**src/rtl/prog_seq_detector.sv**
```systemverilog
// -----------------------------------------------------------------------------
// prog_seq_detector
//
// Runtime-programmable serial sequence detector with a registered (Moore)
// match output. One bit is sampled per accepted cycle. When the most recent
// `len` accepted bits equal the low `len` bits of the loaded pattern, `w` rises
// and a saturating match counter increments. Detection is either overlapping
// (the bits of a match may start the next one) or non-overlapping (the
// history fill is cleared after every match).
//
// Out of reset the block behaves as a "10010" overlapping detector, so it
// needs no configuration.
//
// Parameters
//   MAX_LEN : maximum pattern length in bits (>= 5)
//   CNT_W   : width of the match counter
//   LEN_W   : width of the length field, derived from MAX_LEN
//
// Ports
//   clk         in   clock, rising edge
//   rst         in   asynchronous active-high reset
//   cfg_load    in   load cfg_pattern / cfg_len / cfg_overlap this edge
//   cfg_pattern in   pattern; bit [len-1] is received first, bit [0] last
//   cfg_len     in   pattern length, legal range 1..MAX_LEN
//   cfg_overlap in   1 = overlapping detection, 0 = non-overlapping
//   in_valid    in   j is accepted this edge
//   j           in   serial data bit
//   w           out  match indicator, registered
//   match_cnt   out  number of matches since the last clear, saturating
//   cfg_err     out  last load carried an illegal length; detector disabled
// -----------------------------------------------------------------------------
module prog_seq_detector #(
    parameter  int MAX_LEN = 8,
    parameter  int CNT_W   = 8,
    localparam int LEN_W   = $clog2(MAX_LEN) + 1
) (
    input  logic               clk,
    input  logic               rst,
    input  logic               cfg_load,
    input  logic [MAX_LEN-1:0] cfg_pattern,
    input  logic [LEN_W-1:0]   cfg_len,
    input  logic               cfg_overlap,
    input  logic               in_valid,
    input  logic               j,
    output logic               w,
    output logic [CNT_W-1:0]   match_cnt,
    output logic               cfg_err
);

    // Reset configuration: "10010", length 5, overlapping.
    localparam logic [MAX_LEN-1:0] RST_PAT = MAX_LEN'(5'b10010);
    localparam logic [LEN_W-1:0]   RST_LEN = LEN_W'(5);
    localparam logic [LEN_W-1:0]   MAX_LEN_L = LEN_W'(MAX_LEN);

    // Detector state. The control state is implicit in fill_q / w_q / err_q:
    //   FILLING  : fill_q <  len_q
    //   ARMED    : fill_q == len_q and w_q == 0
    //   MATCH    : w_q == 1
    //   DISABLED : err_q == 1
    logic [MAX_LEN-1:0] pat_q,  pat_d;
    logic [LEN_W-1:0]   len_q,  len_d;
    logic               ovl_q,  ovl_d;
    logic [MAX_LEN-1:0] hist_q, hist_d;
    logic [LEN_W-1:0]   fill_q, fill_d;
    logic               w_q,    w_d;
    logic [CNT_W-1:0]   cnt_q,  cnt_d;
    logic               err_q,  err_d;

    // Datapath helpers for the accept path.
    logic [MAX_LEN-1:0] hist_n;     // history including the incoming bit
    logic [LEN_W-1:0]   fill_inc;   // fill after this bit, saturated at len
    logic [MAX_LEN-1:0] len_mask;   // ones in the low len_q positions
    logic [MAX_LEN-1:0] diff;       // per-bit pattern disagreement
    logic               pat_eq;
    logic               hit;
    logic               accept;
    logic               len_bad;

    assign hist_n   = {hist_q[MAX_LEN-2:0], j};
    assign fill_inc = (fill_q >= len_q) ? len_q : fill_q + 1'b1;

    // Only the newest len_q bits take part in the comparison; older history
    // bits and the unused upper pattern bits are masked out.
    genvar gi;
    generate
        for (gi = 0; gi < MAX_LEN; gi++) begin : g_mask
            assign len_mask[gi] = (LEN_W'(gi) < len_q);
            assign diff[gi]     = (hist_n[gi] ^ pat_q[gi]) & len_mask[gi];
        end
    endgenerate

    assign pat_eq  = (diff == '0);
    assign hit     = (fill_inc == len_q) && pat_eq;
    assign accept  = in_valid && !err_q;
    assign len_bad = (cfg_len == '0) || (cfg_len > MAX_LEN_L);

    always_comb begin
        pat_d  = pat_q;
        len_d  = len_q;
        ovl_d  = ovl_q;
        hist_d = hist_q;
        fill_d = fill_q;
        w_d    = w_q;
        cnt_d  = cnt_q;
        err_d  = err_q;

        if (cfg_load) begin
            // A load wins over a simultaneous data bit; that bit is dropped.
            pat_d  = cfg_pattern;
            len_d  = cfg_len;
            ovl_d  = cfg_overlap;
            hist_d = '0;
            fill_d = '0;
            w_d    = 1'b0;
            cnt_d  = '0;
            err_d  = len_bad;
        end else if (accept) begin
            hist_d = hist_n;
            w_d    = hit;
            if (hit) begin
                if (cnt_q != '1) begin
                    cnt_d = cnt_q + 1'b1;
                end
                // Non-overlapping mode restarts the fill so no bit of this
                // match can contribute to the next one.
                fill_d = ovl_q ? fill_inc : '0;
            end else begin
                fill_d = fill_inc;
            end
        end
    end

    always_ff @(posedge clk or posedge rst) begin
        if (rst) begin
            pat_q  <= RST_PAT;
            len_q  <= RST_LEN;
            ovl_q  <= 1'b1;
            hist_q <= '0;
            fill_q <= '0;
            w_q    <= 1'b0;
            cnt_q  <= '0;
            err_q  <= 1'b0;
        end else begin
            pat_q  <= pat_d;
            len_q  <= len_d;
            ovl_q  <= ovl_d;
            hist_q <= hist_d;
            fill_q <= fill_d;
            w_q    <= w_d;
            cnt_q  <= cnt_d;
            err_q  <= err_d;
        end
    end

    assign w         = w_q;
    assign match_cnt = cnt_q;
    assign cfg_err   = err_q;

endmodule

```
**config.mk**
```make
export PLATFORM = sky130hd
export DESIGN_NAME = prog_seq_detector
export DESIGN_NICKNAME = d
export VERILOG_FILES = /design/src/rtl/prog_seq_detector.sv
export SDC_FILE = /design/constraint.sdc
export NUM_CORES = 1
export LEC_CHECK = 0
export ABC_AREA = 0
export ABC_CLOCK_PERIOD_IN_PS = 7100
export BUFFER_PORTS_ARGS = -buffer_cell sky130_fd_sc_hd__buf_2
export CAP_MARGIN = 20
export CORE_MARGIN = 2
export CORE_UTILIZATION = 45
export CTS_BUF_LIST = sky130_fd_sc_hd__clkbuf_8
export CTS_CLUSTER_SIZE = 8
export DETAILED_ROUTE_END_ITERATION = 16
export HOLD_SLACK_MARGIN = 0.05
export PLACE_DENSITY = 0.65
export SYNTH_ARGS = -nofsm -noshare
export SYNTH_HDL_FRONTEND = slang
export SYNTH_SLANG_ARGS = --single-unit
```
**constraint.sdc**
```tcl
create_clock -name clk -period 7.1 [get_ports clk]
set_input_delay 0.355 -clock clk [delete_from_list [all_inputs] [get_ports clk]]
set_output_delay 0.355 -clock clk [all_outputs]
set_load 0.01 [all_outputs]
```
# == After elaboration in Yosys (flattened, before gate mapping) ==
# Cells that the tools add are included.
# W data, S select, Z words.
# word_totals
ff_bits,34
input_bits,18
out_inout_bits,10
word_cells,61
# op_classes
addsub,2
order_cmp,10
n_eq_ne,2
mux,13
n_bitwise,16
reduce_logical,10
# op_table
op,count
$mux W8,4
$mux W4,5
$lt A3 B4 Y1 const A,4
$mux W7,2
$add A8 B1 Y8 const B,1
$and A1 B1 Y1,8
$logic_not A8 Y1,1
$lt A1 B4 Y1 const A,2
$lt A2 B4 Y1 const A,2
$ne A8 B8 Y1 const B,1
$xor A1 B1 Y1,8
$reduce_bool A2 Y1,3
$add A4 B1 Y4 const B,1
$eq A4 B4 Y1,1
$ge A4 B4 Y1,1
$gt A4 B4 Y1 const B,1
$logic_not A4 Y1,1
$reduce_and A3 Y1,1
$logic_and A1 B1 Y1,2
$mux W1,2
$logic_not A1 Y1,1
$logic_or A1 B1 Y1,1

# == Logic depth before layout (Yosys ltp) ==
# Gate-level depths: netlist (run 1).
# depth
depth_word,7
ltp_mapped,10
mapped_depth_nobuf,8

# == Worst setup path before layout (run 1) ==
# Ideal clock, no wire load.
# synth_timing
kind,register to register
start,register len_q[2]
end,register cnt_q[3] (netlist: match_cnt[3])
setup_time_ns,0.078
arrival_ns,2.371
required_ns,7.022
path_slack_ns,4.651
path_stages_with_launch,9
path_buffers,0
period_less_slack_ns,2.449
path_cell_list,dfstp_2 inv_1 ha_1 o211ai_1 o21ai_2 o21ai_0 a211o_1 or4_1 a21oi_1
# synth_via
elab_chain_cells,6
elab_cells_between_ends,23
classes_between,9 x order compare; 1 x eq/ne; 1 x mux; 8 x bitwise; 4 x reduce/logical
# synth_lines
element,line,text
from (decl),61,"logic [LEN_W-1:0] len_q, len_d;"
from (signal assigned),145,len_q <= len_d;
"$ge A4 B4 Y1, or another cell as far along",80,assign fill_inc = (fill_q >= len_q) ? len_q : fill_q + 1'b1;
$mux W4 / $and A1 B1 Y1 (equally long branches),"80, 88",
$eq A4 B4 Y1 / $logic_not A8 Y1 (equally long branches),"93, 92",
$logic_and A1 B1 Y1 (*),93,assign hit = (fill_inc == len_q) && pat_eq;
$reduce_bool A2 Y1 (no source line) (*),--,
$reduce_and A3 Y1 (no source line) (*),--,
to (signal assigned),150,cnt_q <= cnt_d;
to (decl),66,"logic [CNT_W-1:0] cnt_q, cnt_d;"
# Every way passes the cells marked *; elsewhere a longest branch is shown, timed or not.
# A chain may end at the register's enable or synchronous reset.

# == Final worst setup path (run 1) ==
# layout_timing
start,register len_q[2]
end,register cnt_q[4] (netlist: match_cnt[4])
# The elaborated chain is that of the path after synthesis.

==> impl_metrics.toml, run 1 <==
[outcome]
status = "complete, no violations"

[floorplan]
ios = 28
die_area_sq_um = 4760
die_h_um = 69.0
die_w_um = 69.0
coreArea_sq_um = 4030
initial_utilization_pct = 47.1
row_count = 23

[yosys]
ys_types = 43
synth_nets = 214
avgSynthCellArea_sq_um = 10.0
netlist_area_sq_um = 1900
synthFlopType = "dfrtp_1"
synth-seq-cells = 34
async_flop_share_pct = 100
synth_edf_count = 0
synth_warnings = 0
postSynthCellCount = 190
synth-seq-area-share_pct = 45.1

[worst_setup_path]
crit_required_ns = 7.31
r2r_cells = 8
start_kind = "register"
cp.arrival_ns = 3.02
endpoint_kind = "register"
worstSetupPathType = "register to register"
crit_fanout = 18

[power]
peakVddDrop_uv = 168
p_seq_share_pct = 50.5
p_switching_uw = 118
finalPower_uw = 429
p_comb_share_pct = 14.9
clock_power_share_pct = 34.6
p_leak_nw = 0.934
p_int_uw = 312
powerDensity_nw_per_um2 = 200
switching_share_pct = 27.4

[routing]
first_pass_iters = 5
antenna_left = 0
vias = 1436
wl_per_cell_um = 13.5
drt_wl_total_um = 3580
viasPerCell = 5.40
detail_route.iter0.violations = 132
drc = 0

[place]
post-dp-hpwl_um = 2540
gp_congestion = 0.837
port-buffer-count = 27

[clock_network]
path_clk_slew_ns = 0.07
cts_buffer_depth = 2
cts_resized = 0
cts_tree = "done"
cts-root-buf = "clkbuf_8"
cts_buffers = 5
htreeDepth = 2
clock-sinks = 34
clkLatencyLatePin_ns = 0.29
cts_setup_buffers = 0
hold_buffers = 0

[global_route]
grt_pass1_wl_um = 6490
track_usage_pct = 18.4
grt_max_degree = 38
overflow = 0
antenna_found_initial = 0
grt_pass1_vias = 1446

[sta]
worst_pin_slew_ns = 0.722
slew_violations = 0
hold_viol = 0
finalCriticalPeriod_ns = 2.81
period_share_pct = 39.6
rsz0062_at_grt = "no"
finClkSkew_ns = 0.00470
fin_tns_setup_ns = 0
relSlewSlack_pct = 51.8
timing.fmax_ghz = 0.356
final-setup-viol-count = 0

[cells_and_area]
drive_gt1_share_pct = 27.8
fillers = 366
layout.nets = 239
antennaDiodeCount = 0
post-route-util_pct = 53.2
area_growth_pct = 12.8

[min_path]
min_path_type = "primary input to async pin"

[flow_run]
maxCapViolCount = 0
==> final timing paths <==
| kind | slack [ns] | start | endpoint |
|---|---|---|---|
| max in group asynchronous | 6.62 | rst | ovl_q |
| max | 4.29 | len_q[2] | match_cnt[4] |
| min reg2reg | 0.53 | w | w |
| min | 0.14 | rst | hist_q[1] |
| min in group clk | 0.29 | cfg_pattern[6] | pat_q[6] |
| max reg2reg | 4.29 | len_q[2] | match_cnt[4] |
==> logic make-up after synthesis <==
kind of cell	count (synthesis)	synth area share, %
xor gates and xnor gates	15	6.92
DFF	34	45.1
AOI/OAI and AO/OA	46	16.3
muxes	12	7.11
and+or+nand+nor	60	16.3
adders and majority gates	6	3.95
buffers and inverters	17	4.35
==> layout make-up <==
| class | count | area [sq um] | share of cell area [%] |
|---|---|---|---|
| multi-input cells | 139 | 960 | 44.8 |
| flip-flops and latches | 34 | 857 | 40.0 |
| repair buffers | 28 | 143 | 6.65 |
| clock buffers | 6 | 82.6 | 3.85 |
| well taps | 50 | 62.6 | 2.92 |
| inverters | 7 | 26.3 | 1.23 |
| clock inverters | 2 | 12.5 | 0.584 |
==> sequential cells by signal (all words and copies together), names as in the netlist <==
register and cells:
fill_q 4, pat_q 8, cfg_err 1, ovl_q 1, len_q 4, w 1
hist_q 7, match_cnt 8
==> cell usage in the layout, fill, tap and decap left out, types with 2 or more instances in the layout <==
cell type and n:
a32o_1 3, xnor2_1 7, nand3_1 5, nor2_1 6, nor3_1 4, or3_1 4, nor2b_1 2, o31ai_1 5
buf_2 27, clkbuf_8 6, nand2_1 27, dfrtp_1 29, a31oi_1 2, mux2_2 11, ha_1 6, or4_1 5
inv_1 7, o21ai_0 7, a21oi_1 18, xor2_1 8, dfstp_2 5
==> power groups by stage <==
stage	Sequential, mW	Clock, mW	Combinational [mW]
floorplan	0.216	0	0.0531
global placement	0.220	0	0.0643
detailed placement	0.221	0	0.0649
CTS	0.217	0.153	0.0651
global route	0.219	0.161	0.0732
finish	0.217	0.149	0.0639
==> layer usage <==
layer	vias to the layer above	GRT usage (%)	part of all wire, %
met2	30	29.2	45
met5	-	0	0
li1	730	-	-
met1	667	23.9	50
met3	9	4.38	3.9
met4	0	8.09	1.8
==> synthesized netlist by cell type (2+ instances only) <==
cell | instances | area (sq um)
nor2b_1 | 2 | 12.5
buf_1 | 2 | 7.51
nor2_1 | 6 | 22.5
o31ai_1 | 5 | 37.5
ha_1 | 6 | 75.1
mux2_2 | 11 | 124
or3_1 | 4 | 25.0
o21ai_0 | 7 | 35.0
a32o_1 | 3 | 30.0
inv_1 | 7 | 26.3
xnor2_1 | 7 | 61.3
nor3_1 | 4 | 20.0
a21oi_1 | 18 | 90.1
nand2_1 | 27 | 101
buf_6 | 2 | 22.5
dfrtp_1 | 29 | 726
nand3_1 | 5 | 25.0
buf_2 | 2 | 10.0
dfstp_2 | 5 | 131
clkbuf_1 | 3 | 11.3
xor2_1 | 8 | 70.1
a31oi_1 | 2 | 12.5
or4_1 | 5 | 37.5
==> per-stage QoR <==
step,area (sq um),hold WS (ns),std cells,setup WS [ns]
2_1_floorplan,1900,0.470,190,4.65
3_3_place_gp,2050,0.467,258,4.37
3_5_place_dp,2050,0.470,258,4.30
4_1_cts,2140,0.157,266,4.29
5_1_grt,2140,0.204,266,4.07
6_report,2140,0.139,266,4.29
==> worst max-delay path, cell delays in order, from the launching register on <==
cell and delay (ns):
dfstp_2 0.59, inv_1 0.09, ha_1 0.27, o211ai_1 0.09, o21ai_2 0.32, o21ai_0 0.13, a211o_1 0.51, or4_1 0.56
a21oi_1 0.15
Power figures use the tool's default switching activity.
==> run 2: changes to the inputs <==
- ABC_CLOCK_PERIOD_IN_PS: 7100 -> 2900
- clock period: 7.1 -> 2.9 ns (I/O delays scaled with it)
==> impl_metrics.toml, run 2 (synthesis results as in run 1) <==
[outcome]
status = "complete, no violations"

[cells_and_area]
area_growth_pct = 15.0
layout.nets = 244
final_cell_mix = "29 x dfrtp_1, 27 x nand2_1, 27 x buf_2"
layout_commonest_cell = "dfrtp_1"
antennaDiodeCount = 0
drive_gt1_share_pct = 29.4
stdcell_count = 271
post-route-util_pct = 54.2

[worst_setup_path]
worstPathCellList = "inv_1 > ha_1 > o211ai_1 > o21ai_2 > o21ai_0 > a211o_2 > or4_1 > a21oi_1"
crit_path_end = "match_cnt[6]"
worst-path-stages = 8
worstSetupPathType = "register to register"
endpoint_kind = "register"
crit_required_ns = 3.10
crit_fanout = 18
critical_path_buf_inv_count = 1
r2r_slack_ns = 0.25
cp.arrival_ns = 2.85
setup.worst_path.start = "len_q[2]"
path_delay_family = "compound AO/OA/AOI/OAI gates"
r2r_cells = 8
crit_path_max_incr_delay_ns = 0.59
start_kind = "register"
worst_r2r_startpoint = "len_q[2]"
slowest_stage = "dfstp_2"
worst_r2r_endpoint = "match_cnt[6]"

[floorplan]
die_area_sq_um = 4760
coreArea_sq_um = 4030
ios = 28
die_h_um = 69.0
initial_utilization_pct = 47.1
die_w_um = 69.0
row_count = 23

[routing]
detail_route.iter0.violations = 67
first_pass_iters = 4
drc = 0
antenna_left = 0
wl_per_cell_um = 13.3
viasPerCell = 5.36
drt_wl_total_um = 3600
vias = 1453

[sta]
fin_tns_setup_ns = 0
period_share_pct = 91.5
final-setup-viol-count = 0
setup_ws_ns = 0.247
finalCriticalPeriod_ns = 2.65
finClkSkew_ns = 0.00602
rsz0062_at_grt = "no"
hold_viol = 0
relSlewSlack_pct = 55.8
worst_hold_slack_ns = 0.0889
timing.fmax_ghz = 0.377
slew_violations = 0
worst_pin_slew_ns = 0.663

[clock_network]
htreeDepth = 2
path_clk_slew_ns = 0.07
cts_buffer_depth = 2
clkLatencyLatePin_ns = 0.28
cts-root-buf = "clkbuf_8"
clock-sinks = 34
cts_tree = "done"
cts_buffers = 5

[global_route]
grt_pass1_vias = 1410
track_usage_pct = 18.7
grt_max_degree = 35
antenna_found_initial = 0
grt_pass1_wl_um = 6580
overflow = 0

[power]
p_leak_nw = 0.959
p_comb_share_pct = 15.8
powerDensity_nw_per_um2 = 485
p_switching_uw = 289
peakVddDrop_uv = 350
p_int_uw = 771
p_seq_share_pct = 49.9
switching_share_pct = 27.3
clock_power_share_pct = 34.2

[place]
post-dp-hpwl_um = 2620
port-buffer-count = 27
placed_cells = 262
place_ws_ns = 0.184
gp_congestion = 0.815

[min_path]
min_path_type = "primary input to register"

[flow_run]
maxCapViolCount = 0
==> run 2: cell types whose count changed in the layout (fill, tap and decap cells not counted), sizes merged <==
cell	delta
dlygate4sd3	+1
buf	+4
==> run 2: power groups by stage <==
| stage | clock, mW | sequential [mW] | combinational, mW |
|---|---|---|---|
| 2_1_floorplan | 0 | 0.529 | 0.130 |
| 3_3_place_gp | 0 | 0.537 | 0.167 |
| 3_5_place_dp | 0 | 0.538 | 0.170 |
| 4_1_cts | 0.374 | 0.530 | 0.171 |
| 5_1_grt | 0.394 | 0.534 | 0.193 |
| 6_report | 0.363 | 0.529 | 0.168 |
==> run 2: area by class of cell <==
cell class / count / area, sq um
timing repair buffer: 33 / 183
clock inverter: 2 / 12.5
tap: 50 / 62.6
fill: 373 / 1840
sequential: 34 / 857
clock buffer: 6 / 82.6
multi-input combinational: 139 / 961
inverter: 7 / 26.3
==> run 2: how the worst min path moves through the flow <==
| stage | from | end | slack [ns] | cells after the start |
|---|---|---|---|---|
| CTS | cfg_pattern[2] | pat_q[2] | 0.08 | 2 |
| global route | cfg_pattern[2] | pat_q[2] | 0.09 | 2 |
| detailed placement | rst | pat_q[0] | 0.26 | 3 |
| floorplan | cfg_len[2] | len_q[2] | 0.26 | 2 |
| finish | cfg_pattern[2] | pat_q[2] | 0.09 | 2 |
| global placement | rst | hist_q[1] | 0.26 | 3 |
==> run 2: timing repair <==
| item | CTS | global route |
|---|---|---|
| hold buffers | 1 | 0 |
| buffers inserted | 0 | 0 |
| endpoints found under the hold margin | 29 | 0 |
| gates resized for setup | 0 | 1 |
| setup endpoints to repair | 0 | 5 |
==> run 2: routing by layer <==
layer | vias up | part of all wire [%] | wire (um) | GRT usage, %
met5 | - | 0 | 0 | 0
met1 | 684 | 49 | 1760 | 25.8
met2 | 27 | 46 | 1650 | 29.3
met3 | 5 | 4.1 | 147 | 4.38
met4 | 0 | 1.2 | 44 | 5.15
li1 | 737 | - | - | -
==> run 2: metrics by stage <==
| stage | power, mW | instance area (sq um) |
|---|---|---|
| 5_1_grt | 1.12 | 2180 |
| 3_3_place_gp | 0.705 | 2080 |
| 2_1_floorplan | 0.659 | 1900 |
| 3_5_place_dp | 0.708 | 2080 |
| 4_1_cts | 1.07 | 2180 |
| 6_report | 1.06 | 2180 |
==> run 3: changes to the inputs <==
- ABC_CLOCK_PERIOD_IN_PS: 2900 -> 3400
- clock period: 2.9 -> 3.4 ns (I/O delays scaled with it)
==> impl_metrics.toml, run 3 (synthesis results as in run 1) <==
[outcome]
status = "complete, no violations"

[worst_setup_path]
path_delay_family = "compound AO/OA/AOI/OAI gates"
endpoint_kind = "register"
worstSetupPathType = "register to register"
worst_r2r_startpoint = "len_q[2]"
r2r_cells = 8
critical_path_buf_inv_count = 1
cp.arrival_ns = 3.02
worst_r2r_endpoint = "match_cnt[4]"
crit_required_ns = 3.62
start_kind = "register"
r2r_slack_ns = 0.60
slowest_stage = "dfstp_2"
worstPathCellList = "inv_1 > ha_1 > o211ai_1 > o21ai_2 > o21ai_0 > a211o_1 > or4_1 > a21oi_1"
crit_path_max_incr_delay_ns = 0.58
crit_fanout = 18

[sta]
relSlewSlack_pct = 55.2
timing.fmax_ghz = 0.357
hold_viol = 0
finClkSkew_ns = 0.0113
slew_violations = 0
rsz0062_at_grt = "no"
finalCriticalPeriod_ns = 2.80
fin_tns_setup_ns = 0
worst_pin_slew_ns = 0.673
period_share_pct = 82.4
final-setup-viol-count = 0
setup_ws_ns = 0.600

[place]
placed_cells = 259
gp_congestion = 0.842
post-dp-hpwl_um = 2560
port-buffer-count = 27
place_ws_ns = 0.593

[global_route]
antenna_found_initial = 0
grt_pass1_vias = 1423
track_usage_pct = 18.3
grt_max_degree = 38
grt_pass1_wl_um = 6330
overflow = 0

[clock_network]
htreeDepth = 2
clock-sinks = 34
cts_buffers = 5
cts_setup_buffers = 0
clkLatencyLatePin_ns = 0.30
cts_tree = "done"
cts_buffer_depth = 2
path_clk_slew_ns = 0.08
hold_buffers = 1
cts_resized = 0
cts-root-buf = "clkbuf_8"

[min_path]
hold_path_startpoint = "cfg_pattern[3]"
min_path_type = "primary input to register"
hold_end = "pat_q[3]"
min_path_cells = 2

[floorplan]
ios = 28
initial_utilization_pct = 47.1
row_count = 23
die_h_um = 69.0
die_area_sq_um = 4760
die_w_um = 69.0
coreArea_sq_um = 4030

[routing]
vias = 1443
drc = 0
first_pass_iters = 4
wl_per_cell_um = 13.8
drt_wl_total_um = 3690
viasPerCell = 5.38
antenna_left = 0
detail_route.iter0.violations = 89

[flow_run]
maxCapViolCount = 0

[cells_and_area]
layout_commonest_cell = "dfrtp_1"
post-route-util_pct = 53.5
final_cell_mix = "29 x dfrtp_1, 27 x nand2_1, 27 x buf_2"
area_growth_pct = 13.6
antennaDiodeCount = 0
layout.nets = 241
drive_gt1_share_pct = 27.5
stdcell_count = 268

[power]
p_leak_nw = 0.949
powerDensity_nw_per_um2 = 418
peakVddDrop_uv = 234
==> run 3: cell types whose count changed in the layout (fill, tap and decap cells not counted) <==
cell / change
buf_4: -3
a211o_1: +1
a211o_2: -1
clkinvlp_4: -1
inv_1: +1
==> run 3: cell type report <==
class,instances,area (sq um)
sequential,34,857
timing repair buffer,30,160
tap,50,62.6
clock inverter,2,8.76
multi-input combinational,139,960
fill,384,1870
inverter,7,26.3
clock buffer,6,82.6
==> run 3: worst reg2reg max path, cell delays in order, from the launching register on <==
cell	delay, ns
dfstp_2	0.58
inv_1	0.08
ha_1	0.28
o211ai_1	0.09
o21ai_2	0.34
o21ai_0	0.13
a211o_1	0.51
or4_1	0.56
a21oi_1	0.16
==> run 3: stage by stage <==
stage	power (mW)	instance area, sq um	hold slack, ns
after floorplan	0.562	1900	0.285
after global placement	0.596	2060	0.282
after detailed placement	0.599	2060	0.291
after CTS	0.911	2160	0.100
after global routing	0.946	2160	0.110
final	0.901	2160	0.109
==> run 3: how the worst max path moves through the flow <==
stage             start            to  slack (ns)  cells after the start
6_report       len_q[2]  match_cnt[4]        0.60                      8
5_1_grt        len_q[2]  match_cnt[6]        0.37                      8
3_5_place_dp   len_q[2]  match_cnt[4]        0.59                      8
2_1_floorplan  len_q[2]  match_cnt[3]        0.95                      8
3_3_place_gp   len_q[2]     fill_q[3]        0.67                      8
4_1_cts        len_q[2]  match_cnt[4]        0.59                      8
==> run 3: layer usage <==
metal | routed length (um) | global-route usage (%)
met1 | 1790 | 22.7
met4 | 60 | 7.35
met2 | 1680 | 29.9
met3 | 160 | 5.36
met5 | 0 | 0
==> run 3: power by group <==
group | leakage [nW] | internal, mW | switching, mW
logic | 0.460 | 0.0608 | 0.0758
clock network | 0.0524 | 0.160 | 0.151
registers | 0.436 | 0.429 | 0.0238
